`src/rtl/ps2pl_pkg.sv`:
```
// ps2pl_pkg: shared definitions for the PS-to-PL stream routing engine.
//   - SYNC_WORD and header field positions
//   - FSM state encoding
//   - hdr_decode(): splits a header word into {valid, dest, len}
//     ("valid" covers the sync byte and the destination range only;
//      tlast, route_en and length rules are applied by the engine).
package ps2pl_pkg;

    localparam logic [7:0] SYNC_WORD = 8'hA5;

    localparam int SYNC_LSB = 24;
    localparam int SYNC_W   = 8;
    localparam int DEST_LSB = 16;
    localparam int DEST_W   = 8;
    localparam int LEN_LSB  = 0;
    localparam int LEN_W    = 16;

    typedef enum logic [1:0] {
        S_HDR  = 2'd0,
        S_PAY  = 2'd1,
        S_DROP = 2'd2
    } state_e;

    typedef struct packed {
        logic              valid;
        logic [DEST_W-1:0] dest;
        logic [LEN_W-1:0]  len;
    } hdr_t;

    function automatic hdr_t hdr_decode(input logic [31:0] word, input int unsigned n_ch);
        hdr_t h;
        h.dest  = word[DEST_LSB +: DEST_W];
        h.len   = word[LEN_LSB +: LEN_W];
        h.valid = (word[SYNC_LSB +: SYNC_W] == SYNC_WORD) && (32'(h.dest) < n_ch);
        return h;
    endfunction

endpackage

```
`src/rtl/ps2pl_out_reg.sv`:
```
// ps2pl_out_reg: single-entry AXI-Stream register slice for one channel.
// Ports:
//   clk, rst_n          clock, synchronous active-low reset
//   in_valid/in_data/in_last/in_ready   upstream side (from the engine)
//   m_tdata/m_tlast/m_tvalid/m_tready   downstream AXIS master
// The entry is reloadable in the same cycle it drains, giving one word per
// cycle while m_tready is high.
module ps2pl_out_reg (
    input  logic        clk,
    input  logic        rst_n,
    input  logic        in_valid,
    input  logic [31:0] in_data,
    input  logic        in_last,
    output logic        in_ready,
    output logic [31:0] m_tdata,
    output logic        m_tlast,
    output logic        m_tvalid,
    input  logic        m_tready
);
    import ps2pl_pkg::*;

    logic        vld_q, vld_d;
    logic        last_q, last_d;
    logic [31:0] data_q, data_d;

    assign in_ready = ~vld_q | m_tready;

    always_comb begin
        vld_d  = vld_q;
        last_d = last_q;
        data_d = data_q;
        if (in_valid && in_ready) begin
            vld_d  = 1'b1;
            last_d = in_last;
            data_d = in_data;
        end else if (m_tready) begin
            vld_d  = 1'b0;
        end
    end

    always_ff @(posedge clk) begin
        if (!rst_n) begin
            vld_q  <= 1'b0;
            last_q <= 1'b0;
            data_q <= '0;
        end else begin
            vld_q  <= vld_d;
            last_q <= last_d;
            data_q <= data_d;
        end
    end

    assign m_tdata  = data_q;
    assign m_tlast  = last_q;
    assign m_tvalid = vld_q;

endmodule

```
`src/rtl/ps2pl_axis_engine.sv`:
```
// ps2pl_axis_engine: receive side of the PS-to-PL DMA path. Parses a one-word
// header (sync A5 / dest / len) and routes the payload to one of N_CH
// AXIS channels through per-channel register slices.
// Ports:
//   clk, rst_n                  clock, synchronous active-low reset
//   route_en                    0 = accept and silently discard all packets
//   s_axis_ps2pl_*              input stream from DMA MM2S (tkeep ignored)
//   m_axis_ch_*                 N_CH output streams, channel k at [32k+31:32k]
//   pkt_cnt / err_cnt           saturating delivered / framing-error counters
//   busy                        FSM is mid-packet (not waiting for a header)
// Optional build macro PS2PL_LEN_CHECK_EN: enforces the header length field
// (len=0 rejected, early/late tlast counted as errors). Without it the
// length field is ignored and input tlast alone ends a packet.
module ps2pl_axis_engine #(
    parameter int N_CH  = 4,
    parameter int CNT_W = 16
) (
    input  logic              clk,
    input  logic              rst_n,
    input  logic              route_en,
    input  logic [31:0]       s_axis_ps2pl_tdata,
    input  logic [3:0]        s_axis_ps2pl_tkeep,
    input  logic              s_axis_ps2pl_tlast,
    input  logic              s_axis_ps2pl_tvalid,
    output logic              s_axis_ps2pl_tready,
    output logic [N_CH*32-1:0] m_axis_ch_tdata,
    output logic [N_CH-1:0]   m_axis_ch_tlast,
    output logic [N_CH-1:0]   m_axis_ch_tvalid,
    input  logic [N_CH-1:0]   m_axis_ch_tready,
    output logic [CNT_W-1:0]  pkt_cnt,
    output logic [CNT_W-1:0]  err_cnt,
    output logic              busy
);
    import ps2pl_pkg::*;

    state_e            state_q, state_d;
    logic [DEST_W-1:0] dest_q, dest_d;
    logic [CNT_W-1:0]  pkt_cnt_q, pkt_cnt_d;
    logic [CNT_W-1:0]  err_cnt_q, err_cnt_d;
`ifdef PS2PL_LEN_CHECK_EN
    logic [LEN_W-1:0]  len_q, len_d;
    logic [LEN_W-1:0]  wcnt_q, wcnt_d;
`endif

    hdr_t              hdr;
    logic              s_ready_int;
    logic              pay_valid, pay_last;
    logic              pkt_inc, err_inc;
    logic [N_CH-1:0]   dest_oh, ch_in_ready;
    logic              sel_ready;
    logic              unused_ok;

    assign hdr = hdr_decode(s_axis_ps2pl_tdata, N_CH);

`ifdef PS2PL_LEN_CHECK_EN
    assign unused_ok = ^s_axis_ps2pl_tkeep;
`else
    assign unused_ok = ^{s_axis_ps2pl_tkeep, hdr.len};
`endif

    // Channel select and per-channel output slices
    genvar gi;
    generate
        for (gi = 0; gi < N_CH; gi++) begin : g_ch
            assign dest_oh[gi] = (dest_q == DEST_W'(gi));
            ps2pl_out_reg u_out (
                .clk      (clk),
                .rst_n    (rst_n),
                .in_valid (pay_valid & dest_oh[gi]),
                .in_data  (s_axis_ps2pl_tdata),
                .in_last  (pay_last),
                .in_ready (ch_in_ready[gi]),
                .m_tdata  (m_axis_ch_tdata[32*gi +: 32]),
                .m_tlast  (m_axis_ch_tlast[gi]),
                .m_tvalid (m_axis_ch_tvalid[gi]),
                .m_tready (m_axis_ch_tready[gi])
            );
        end
    endgenerate

    assign sel_ready = |(ch_in_ready & dest_oh);

    always_comb begin
        state_d     = state_q;
        dest_d      = dest_q;
        s_ready_int = 1'b0;
        pay_valid   = 1'b0;
        pay_last    = s_axis_ps2pl_tlast;
        pkt_inc     = 1'b0;
        err_inc     = 1'b0;
`ifdef PS2PL_LEN_CHECK_EN
        len_d       = len_q;
        wcnt_d      = wcnt_q;
`endif
        case (state_q)
            S_HDR: begin
                s_ready_int = 1'b1;
                if (s_axis_ps2pl_tvalid) begin
                    if (!route_en) begin
                        // Discard quietly; not a framing error.
                        state_d = s_axis_ps2pl_tlast ? S_HDR : S_DROP;
                    end else if (!hdr.valid || s_axis_ps2pl_tlast
`ifdef PS2PL_LEN_CHECK_EN
                                 || (hdr.len == '0)
`endif
                                 ) begin
                        err_inc = 1'b1;
                        state_d = s_axis_ps2pl_tlast ? S_HDR : S_DROP;
                    end else begin
                        state_d = S_PAY;
                        dest_d  = hdr.dest;
`ifdef PS2PL_LEN_CHECK_EN
                        len_d   = hdr.len;
                        wcnt_d  = '0;
`endif
                    end
                end
            end
            S_PAY: begin
                s_ready_int = sel_ready;
                pay_valid   = s_axis_ps2pl_tvalid;
`ifdef PS2PL_LEN_CHECK_EN
                // Last word by length is forced to carry tlast.
                pay_last = s_axis_ps2pl_tlast || (wcnt_q == len_q - LEN_W'(1));
                if (s_axis_ps2pl_tvalid && sel_ready) begin
                    wcnt_d = wcnt_q + LEN_W'(1);
                    if (wcnt_q == len_q - LEN_W'(1)) begin
                        if (s_axis_ps2pl_tlast) begin
                            pkt_inc = 1'b1;
                            state_d = S_HDR;
                        end else begin
                            err_inc = 1'b1;
                            state_d = S_DROP;
                        end
                    end else if (s_axis_ps2pl_tlast) begin
                        err_inc = 1'b1;
                        state_d = S_HDR;
                    end
                end
`else
                if (s_axis_ps2pl_tvalid && sel_ready && s_axis_ps2pl_tlast) begin
                    pkt_inc = 1'b1;
                    state_d = S_HDR;
                end
`endif
            end
            S_DROP: begin
                s_ready_int = 1'b1;
                if (s_axis_ps2pl_tvalid && s_axis_ps2pl_tlast) state_d = S_HDR;
            end
            default: state_d = S_HDR;
        endcase

        pkt_cnt_d = (pkt_inc && pkt_cnt_q != '1) ? pkt_cnt_q + CNT_W'(1) : pkt_cnt_q;
        err_cnt_d = (err_inc && err_cnt_q != '1) ? err_cnt_q + CNT_W'(1) : err_cnt_q;
    end

    always_ff @(posedge clk) begin
        if (!rst_n) begin
            state_q   <= S_HDR;
            dest_q    <= '0;
            pkt_cnt_q <= '0;
            err_cnt_q <= '0;
`ifdef PS2PL_LEN_CHECK_EN
            len_q     <= '0;
            wcnt_q    <= '0;
`endif
        end else begin
            state_q   <= state_d;
            dest_q    <= dest_d;
            pkt_cnt_q <= pkt_cnt_d;
            err_cnt_q <= err_cnt_d;
`ifdef PS2PL_LEN_CHECK_EN
            len_q     <= len_d;
            wcnt_q    <= wcnt_d;
`endif
        end
    end

    // Not ready while reset is held, whatever the state.
    assign s_axis_ps2pl_tready = rst_n & s_ready_int;
    assign pkt_cnt = pkt_cnt_q;
    assign err_cnt = err_cnt_q;
    assign busy    = (state_q != S_HDR);

endmodule

```
`config.mk`:
```
export PLATFORM = sky130hd
export DESIGN_NAME = ps2pl_axis_engine
export DESIGN_NICKNAME = d
export VERILOG_FILES = /design/src/rtl/ps2pl_pkg.sv /design/src/rtl/ps2pl_out_reg.sv /design/src/rtl/ps2pl_axis_engine.sv
export SDC_FILE = /design/constraint.sdc
export NUM_CORES = 1
export LEC_CHECK = 0
export ABC_AREA = 1
export CORE_MARGIN = 5
export CORE_UTILIZATION = 51
export DETAILED_ROUTE_END_ITERATION = 8
export PLACE_DENSITY = 0.94
export SYNTH_ARGS = -nofsm -noshare
export SYNTH_HDL_FRONTEND = slang
export SYNTH_SLANG_ARGS = --single-unit
export TNS_END_PERCENT = 50
```
`constraint.sdc`:
```
create_clock -name clk -period 2.55 [get_ports clk]
set_input_delay 0.3825 -clock clk [delete_from_list [all_inputs] [get_ports clk]]
set_output_delay 0.3825 -clock clk [all_outputs]
set_load 0.05 [all_outputs]
```
==> results of run 1 <==
-- worst min-delay path, delay by kind of cell --
| kind | cells | cell delay (ns) |
|---|---|---|
| AND/OR/NAND/NOR | 1 | 0.11 |
| buffers and inverters | 2 | 0.24 |
-- worst max-delay path by stage --
stage                     depth (start not counted)                   to                 from  slack [ns]
final                                            10  s_axis_ps2pl_tready  m_axis_ch_tready[0]        0.16
after floorplan                                   4  s_axis_ps2pl_tready                rst_n        0.46
after CTS                                        10  s_axis_ps2pl_tready  m_axis_ch_tready[0]        0.18
after global routing                              8  s_axis_ps2pl_tready            dest_q[7]        0.06
after detailed placement                         10  s_axis_ps2pl_tready  m_axis_ch_tready[0]        0.19
after global placement                           10  s_axis_ps2pl_tready  m_axis_ch_tready[0]        0.25
-- state kept, by name, summed over array words and instances, names as in the netlist --
register / flops
err_cnt: 16
g_ch.u_out.m_tlast: 4
dest_q: 8
g_ch.u_out.m_tvalid: 4
pkt_cnt: 16
g_ch.u_out.m_tdata: 128
state_q: 2
-- report_power, final --
part           switching (mW)  internal, mW  total (mW)
Sequential            0.00382          2.78        2.79
Clock                    1.09          1.42        2.51
Combinational           0.146         0.104       0.250
Total                    1.24          4.31        5.55
-- layout make-up --
class,count,share of cell area [%]
Sequential cell,178,35.6
Multi-Input combinational cell,539,27.0
Timing Repair Buffer,229,22.6
Inverter,181,6.79
Clock buffer,20,4.67
Tap cell,180,2.25
Clock inverter,10,1.03
-- layout by cell type (no fill, tap or decap), types with 3 or more instances in the layout --
| master | synthesis | layout |
|---|---|---|
| clkbuf_16 | 0 | 17 |
| inv_1 | 178 | 178 |
| nand3_1 | 43 | 43 |
| clkinv_4 | 0 | 4 |
| o21ai_0 | 135 | 135 |
| xor2_1 | 10 | 10 |
| nand4_1 | 10 | 10 |
| dfxtp_1 | 178 | 178 |
| xnor2_1 | 4 | 4 |
| nand2_2 | 1 | 3 |
| nor2_2 | 4 | 4 |
| clkbuf_8 | 0 | 3 |
| buf_4 | 8 | 19 |
| nor3_1 | 6 | 6 |
| nor2_4 | 4 | 4 |
| nor2_1 | 55 | 55 |
| nand2_1 | 82 | 80 |
| nand3_2 | 3 | 3 |
| a21oi_1 | 168 | 168 |
| nor4_1 | 3 | 3 |
| clkdlybuf4s50_1 | 0 | 208 |
-- per-layer routing --
layer / track usage, % / share of wire (%) / vias to the layer above
li1: - / - / 3432
met5: 0 / 0 / -
met4: 13.1 / 4.1 / 0
met3: 5.48 / 7.1 / 61
met1: 29.7 / 41 / 3202
met2: 39.5 / 48 / 270
-- kinds of logic after synthesis --
| family | after synthesis |
|---|---|
| DFF | 178 |
| and+or+nand+nor | 217 |
| adders and majority gates | 2 |
| AOI/OAI and AO/OA | 306 |
| buffers and inverters | 239 |
| xor gates and xnor gates | 14 |
-- per-stage QoR --
step	hold slack [ns]	std cells	util (%)	cell area [um^2]	setup WS [ns]
after detailed placement	0.433	1307	68.0	9430	0.186
final	0.367	1337	72.1	10000	0.164
after floorplan	0.424	956	-	7230	0.460
after global placement	0.430	1307	68.0	9430	0.246
after global routing	0.361	1337	72.1	10000	0.0572
after CTS	0.346	1337	72.1	10000	0.176
==> results.toml, run 1 <==
[worst_setup_path]
rr_endpoint = "pkt_cnt[3]"
cp_max_fo = 3
cpMostUsedCell = "nand2_1"
crit_family = "buffers and inverters"
cp.arrival_ns = 2.00
path_cells = "clkdlybuf4s50_1 -> inv_1 -> nand2_1 -> nand3_1 -> nor2_1 -> nor2_1 -> nand2_1 -> nand2_1 -> a21oi_1 -> buf_12"
critPathRequiredTime_ns = 2.17
critPathMaxStageDelay_ns = 0.46
r2r_start = "pkt_cnt[0]"
critical-path-slowest-cell = "clkdlybuf4s50_1"
crit_buf_inv = 3
r2r_cells = 11
start_kind = "input pin"
reg2reg_slack_ns = 0.61
critical_path_class = "in2out"
cp-end-kind = "primary output"

[logic_synthesis]
ys.flop_type = "dfxtp_1"
synthesis.nets = 1003
synth.largest_area_cell = "dfxtp_1"
syn_avg_cell_area_um2 = 7.57
synth_common_cells = "dfxtp_1, inv_1, a21oi_1, o21ai_0, nand2_1"
synthesis.area_um2 = 7230
synth_cell_type_count = 30
synth_compound_area_share_pct = 21.2
ys_ff_latch = 178
syn-instance-count = 956
synth-edff-count = 0
synthSimpleGateAreaFrac_pct = 14.0
yosysSeqAreaShare_pct = 49.3
synth_xor_area_share_pct = 1.69
synthMuxAreaShare_pct = 0
synth_adder_area_share_pct = 0.346
synth_top_family_by_area = "compound AO/OA/AOI/OAI gates"
yosysTopAreaCellShare_pct = 49.3
netlist_top_cells_area = "dfxtp_1, a21oi_1, o21ai_0, inv_1, nand2_1"
ys_warn_count = 0
ys_async_sr_fraction_pct = 0

[detailed_routing]
wire_per_inst_um = 15.5
drt_iter0_drc = 584
viasPerCell = 5.21
vias = 6965
routed_wl_um = 20700
drt_first_pass_iters = 5
drc_errors = 0
antenna_left = 0

[cts]
clkLatencyLatePin_ns = 0.42
cts_hold_buf = 0
cts_resized = 0
cts_tree = "yes"
clock_sinks = 178
clockBufferDepth = 2
cts-root-buf = "clkbuf_16"
path_clk_slew_ns = 0.06
cts_inserted_buffers = 17
post_cts_buffers = 0
ctsHtreeMaxLevel = 4

[min_path]
hold_start = "rst_n"
hp-class = "in2reg"
whs_path_depth = 3
holdPathEnd = "dest_q[3]"

[sta]
rsz0062_at_grt = "false"
min_period_ns = 2.39
slew_violations = 0
setup_violations = 0
setup_tns_ns = 0
fmax_mhz = 419
worstMarginPinSlew_ns = 0.662
fin_crit_sh_pct = 93.5
hold_viol = 0
slew_headroom_pct = 55.9
fin_skew_ns = 0.00915

[die]
die_w_um = 129
initial_core_util_pct = 52.1
ioPinCount = 215
die_area_um2 = 16700
die_h_um = 129
placementRows = 43
core-area_um2 = 13900

[place]
globalplace.congestion = 0.914
io_buffers = 210
hpwl_um = 14500

[global_routing]
overflow = 0
grt_max_degree = 124
antenna_found_initial = 0
grt_pass1_wl_um = 32000
track_usage_pct = 24.2
grt_pass1_vias = 6364

[power]
vdd.ir_drop.worst_mv = 0.374
total_power_mw = 5.55
pwr_density_cell_nw_per_um2 = 555
p_leak_nw = 3.63

[finish]
fillers = 1026
layout.nets = 1193
drive_gt1_share_pct = 6.05
multiInputGateArea_um2 = 2700
register_area_um2 = 3560
diodes = 0
syn_to_final_growth_pct = 38.3

[status]
status = "complete, no violations"

[flow_run]
maxCapViolCount = 0
Note: power is estimated with default switching activity, not from simulation.
==> run 2: changes to the inputs <==
Settings changed: CORE_UTILIZATION 51 to 53, CTS_CLUSTER_DIAMETER set to 200, PLACE_DENSITY 0.94 to 0.93, SYNTH_HIERARCHICAL set to 1.
==> run 2 against run 1 <==
- sequential share of layout area down 3.9 points
- area after synthesis up 18%
- sequential power barely moved
- largest cell class is now multi-input gates
==> results.toml, run 2 <==
[die]
core-area_um2 = 15800
placementRows = 46
die_h_um = 137
initial_core_util_pct = 53.9
die_area_um2 = 18700
die_w_um = 137
ioPinCount = 215

[sta]
hold_ws_ns = 0.455
fmax_mhz = 432
rsz0062_at_grt = "false"
fin_crit_sh_pct = 90.8
min_period_ns = 2.32
setup_tns_ns = 0
fin_skew_ns = 0.00944
hold_viol = 0
slew_headroom_pct = 54.1
setup_violations = 0
worstMarginPinSlew_ns = 0.688
slew_violations = 0

[cts]
cts-root-buf = "clkbuf_16"
cts_tree = "yes"
ctsHtreeMaxLevel = 4
cts_inserted_buffers = 17
clockBufferDepth = 2
clock_sinks = 178
path_clk_slew_ns = 0.07
clkLatencyLatePin_ns = 0.42

[worst_setup_path]
reg2reg_slack_ns = 0.52
start_kind = "flop"
cp_max_fo = 6
cp.arrival_ns = 1.93
critPathRequiredTime_ns = 2.17
rr_endpoint = "pkt_cnt[9]"
r2r_cells = 9
r2r_start = "pkt_cnt[0]"
cp-end-kind = "primary output"
critical_path_class = "reg2out"

[place]
place_area_um2 = 10700
hpwl_um = 17600
dp_cells = 1622
io_buffers = 210
globalplace.congestion = 0.886

[finish]
drive_gt1_share_pct = 5.15
layout_commonest_cell = "nand2_1"
layout.nets = 1472
fin_area_um2 = 11200
largest_register_ffs = 128
syn_to_final_growth_pct = 31.8
fillers = 1239
diodes = 0
mostFrequentLayoutCells = "nand2_1, clkdlybuf4s50_1, inv_1"
fin_cells = 1654

[detailed_routing]
drt_first_pass_iters = 5
wire_per_inst_um = 15.4
drt_iter0_drc = 742
vias = 8691
routed_wl_um = 25400
viasPerCell = 5.25
drc_errors = 0
antenna_left = 0

[global_routing]
track_usage_pct = 26.9
grt_max_degree = 148
overflow = 0
antenna_found_initial = 0
grt_pass1_vias = 8116
grt_pass1_wl_um = 40300

[logic_synthesis]
ys_warn_count = 6
yosysSeqAreaShare_pct = 41.8
ys_ff_latch = 178
synth-edff-count = 0
synth_common_cells = "nand2_1, inv_1, dfxtp_1, nor2_1, a21oi_1"
syn-instance-count = 1259
ys.flop_type = "dfxtp_1"
yosysMostFrequentCell = "nand2_1"
ys_async_sr_fraction_pct = 0
synthesis.area_um2 = 8520
synth_cell_type_count = 26
synth.largest_area_cell = "dfxtp_1"
yosysTopAreaCellShare_pct = 41.8
syn_avg_cell_area_um2 = 6.77
netlist_top_cells_area = "dfxtp_1, nand2_1, a21oi_1, nand3_1, inv_1"
synthesis.nets = 1306

[status]
status = "complete, no violations"

[power]
pwr_density_cell_nw_per_um2 = 507
vdd.ir_drop.worst_mv = 0.430
p_leak_nw = 4.75

[min_path]
hp-class = "reg2reg"
whs_path_depth = 2
hold_start = "dest_q[5]"
holdPathEnd = "dest_q[5]"

[flow_run]
maxCapViolCount = 0
[run 2: changes by cell type after synthesis, sizes merged, moves of 2 or more]
cell	change
nand2	+145
o21ai	-131
nand3	+115
nor2	+115
buf	+51
clkbuf	-27
nand4	+15
inv	+10
xor2	+9
a21boi	+4
a21oi	-3
xnor2	+3
a211oi	-2
clkinv	-2
[run 2: cell type report]
| type | count | area (um^2) | share of cell area [%] |
|---|---|---|---|
| Inverter | 189 | 709 | 6.31 |
| Clock buffer | 19 | 433 | 3.85 |
| Tap cell | 216 | 270 | 2.40 |
| Sequential cell | 178 | 3560 | 31.7 |
| Multi-Input combinational cell | 810 | 3810 | 33.9 |
| Clock inverter | 13 | 138 | 1.22 |
| Timing Repair Buffer | 229 | 2310 | 20.6 |
[run 2: kinds of logic (layout without fill, tap and decap cells)]
logic type,after synthesis,after routing,synth area share (%)
AOI/OAI and AO/OA,174,174,10.3
xor gates and xnor gates,26,26,2.67
adders and majority gates,2,2,0.294
buffers and inverters,271,450,13.9
DFF,178,178,41.8
and+or+nand+nor,608,608,31.0
[run 2: worst max-delay path, stage by stage (launching register included)]
cell,delay (ns)
dfxtp_1,0.31
nor2_1,0.12
nand2_2,0.14
nor2_1,0.15
nand2_1,0.06
nand2_1,0.08
inv_1,0.04
nand2_1,0.13
nand2_1,0.08
a21oi_2,0.22
buf_12,0.17
[run 2: layer usage]
layer | share of wire [%] | vias up | GRT usage, % | wire length (um)
met5 | 0 | - | 0 | 0
met4 | 3.7 | 0 | 10.8 | 947
met3 | 8.1 | 59 | 6.99 | 2050
met2 | 51 | 339 | 47.5 | 12900
met1 | 38 | 4002 | 31.0 | 9570
li1 | - | 4291 | - | -
[run 2: repair_timing]
action / CTS / global route
endpoints found under the setup margin: 0 / 1
hold buffers: 0 / 0
setup buffers: 0 / 0
gates resized for setup: 0 / 2
[run 2: through the flow]
stage	setup slack, ns	utilization [%]	power [mW]
floorplan	0.207	-	3.04
global route	0.0515	71.0	5.89
CTS	0.0686	71.0	5.71
finish	0.235	71.0	5.69
global placement	0.224	67.4	3.19
detailed placement	0.209	67.4	3.20
[run 2: power by group]
group	switching (mW)	internal (mW)
clock	1.11	1.44
sequential	0.00731	2.78
combinational	0.219	0.131
total	1.33	4.36
[run 2: worst max path at each step]
stage / startpoint / endpoint / slack (ns) / depth (start not counted)
6_report: dest_q[4] / s_axis_ps2pl_tready / 0.23 / 10
5_1_grt: dest_q[6] / s_axis_ps2pl_tready / 0.05 / 10
4_1_cts: dest_q[4] / s_axis_ps2pl_tready / 0.07 / 10
3_5_place_dp: s_axis_ps2pl_tdata[22] / err_cnt[11] / 0.21 / 9
3_3_place_gp: s_axis_ps2pl_tdata[19] / err_cnt[15] / 0.22 / 7
2_1_floorplan: g_ch[3].u_out/m_tvalid / s_axis_ps2pl_tready / 0.21 / 8
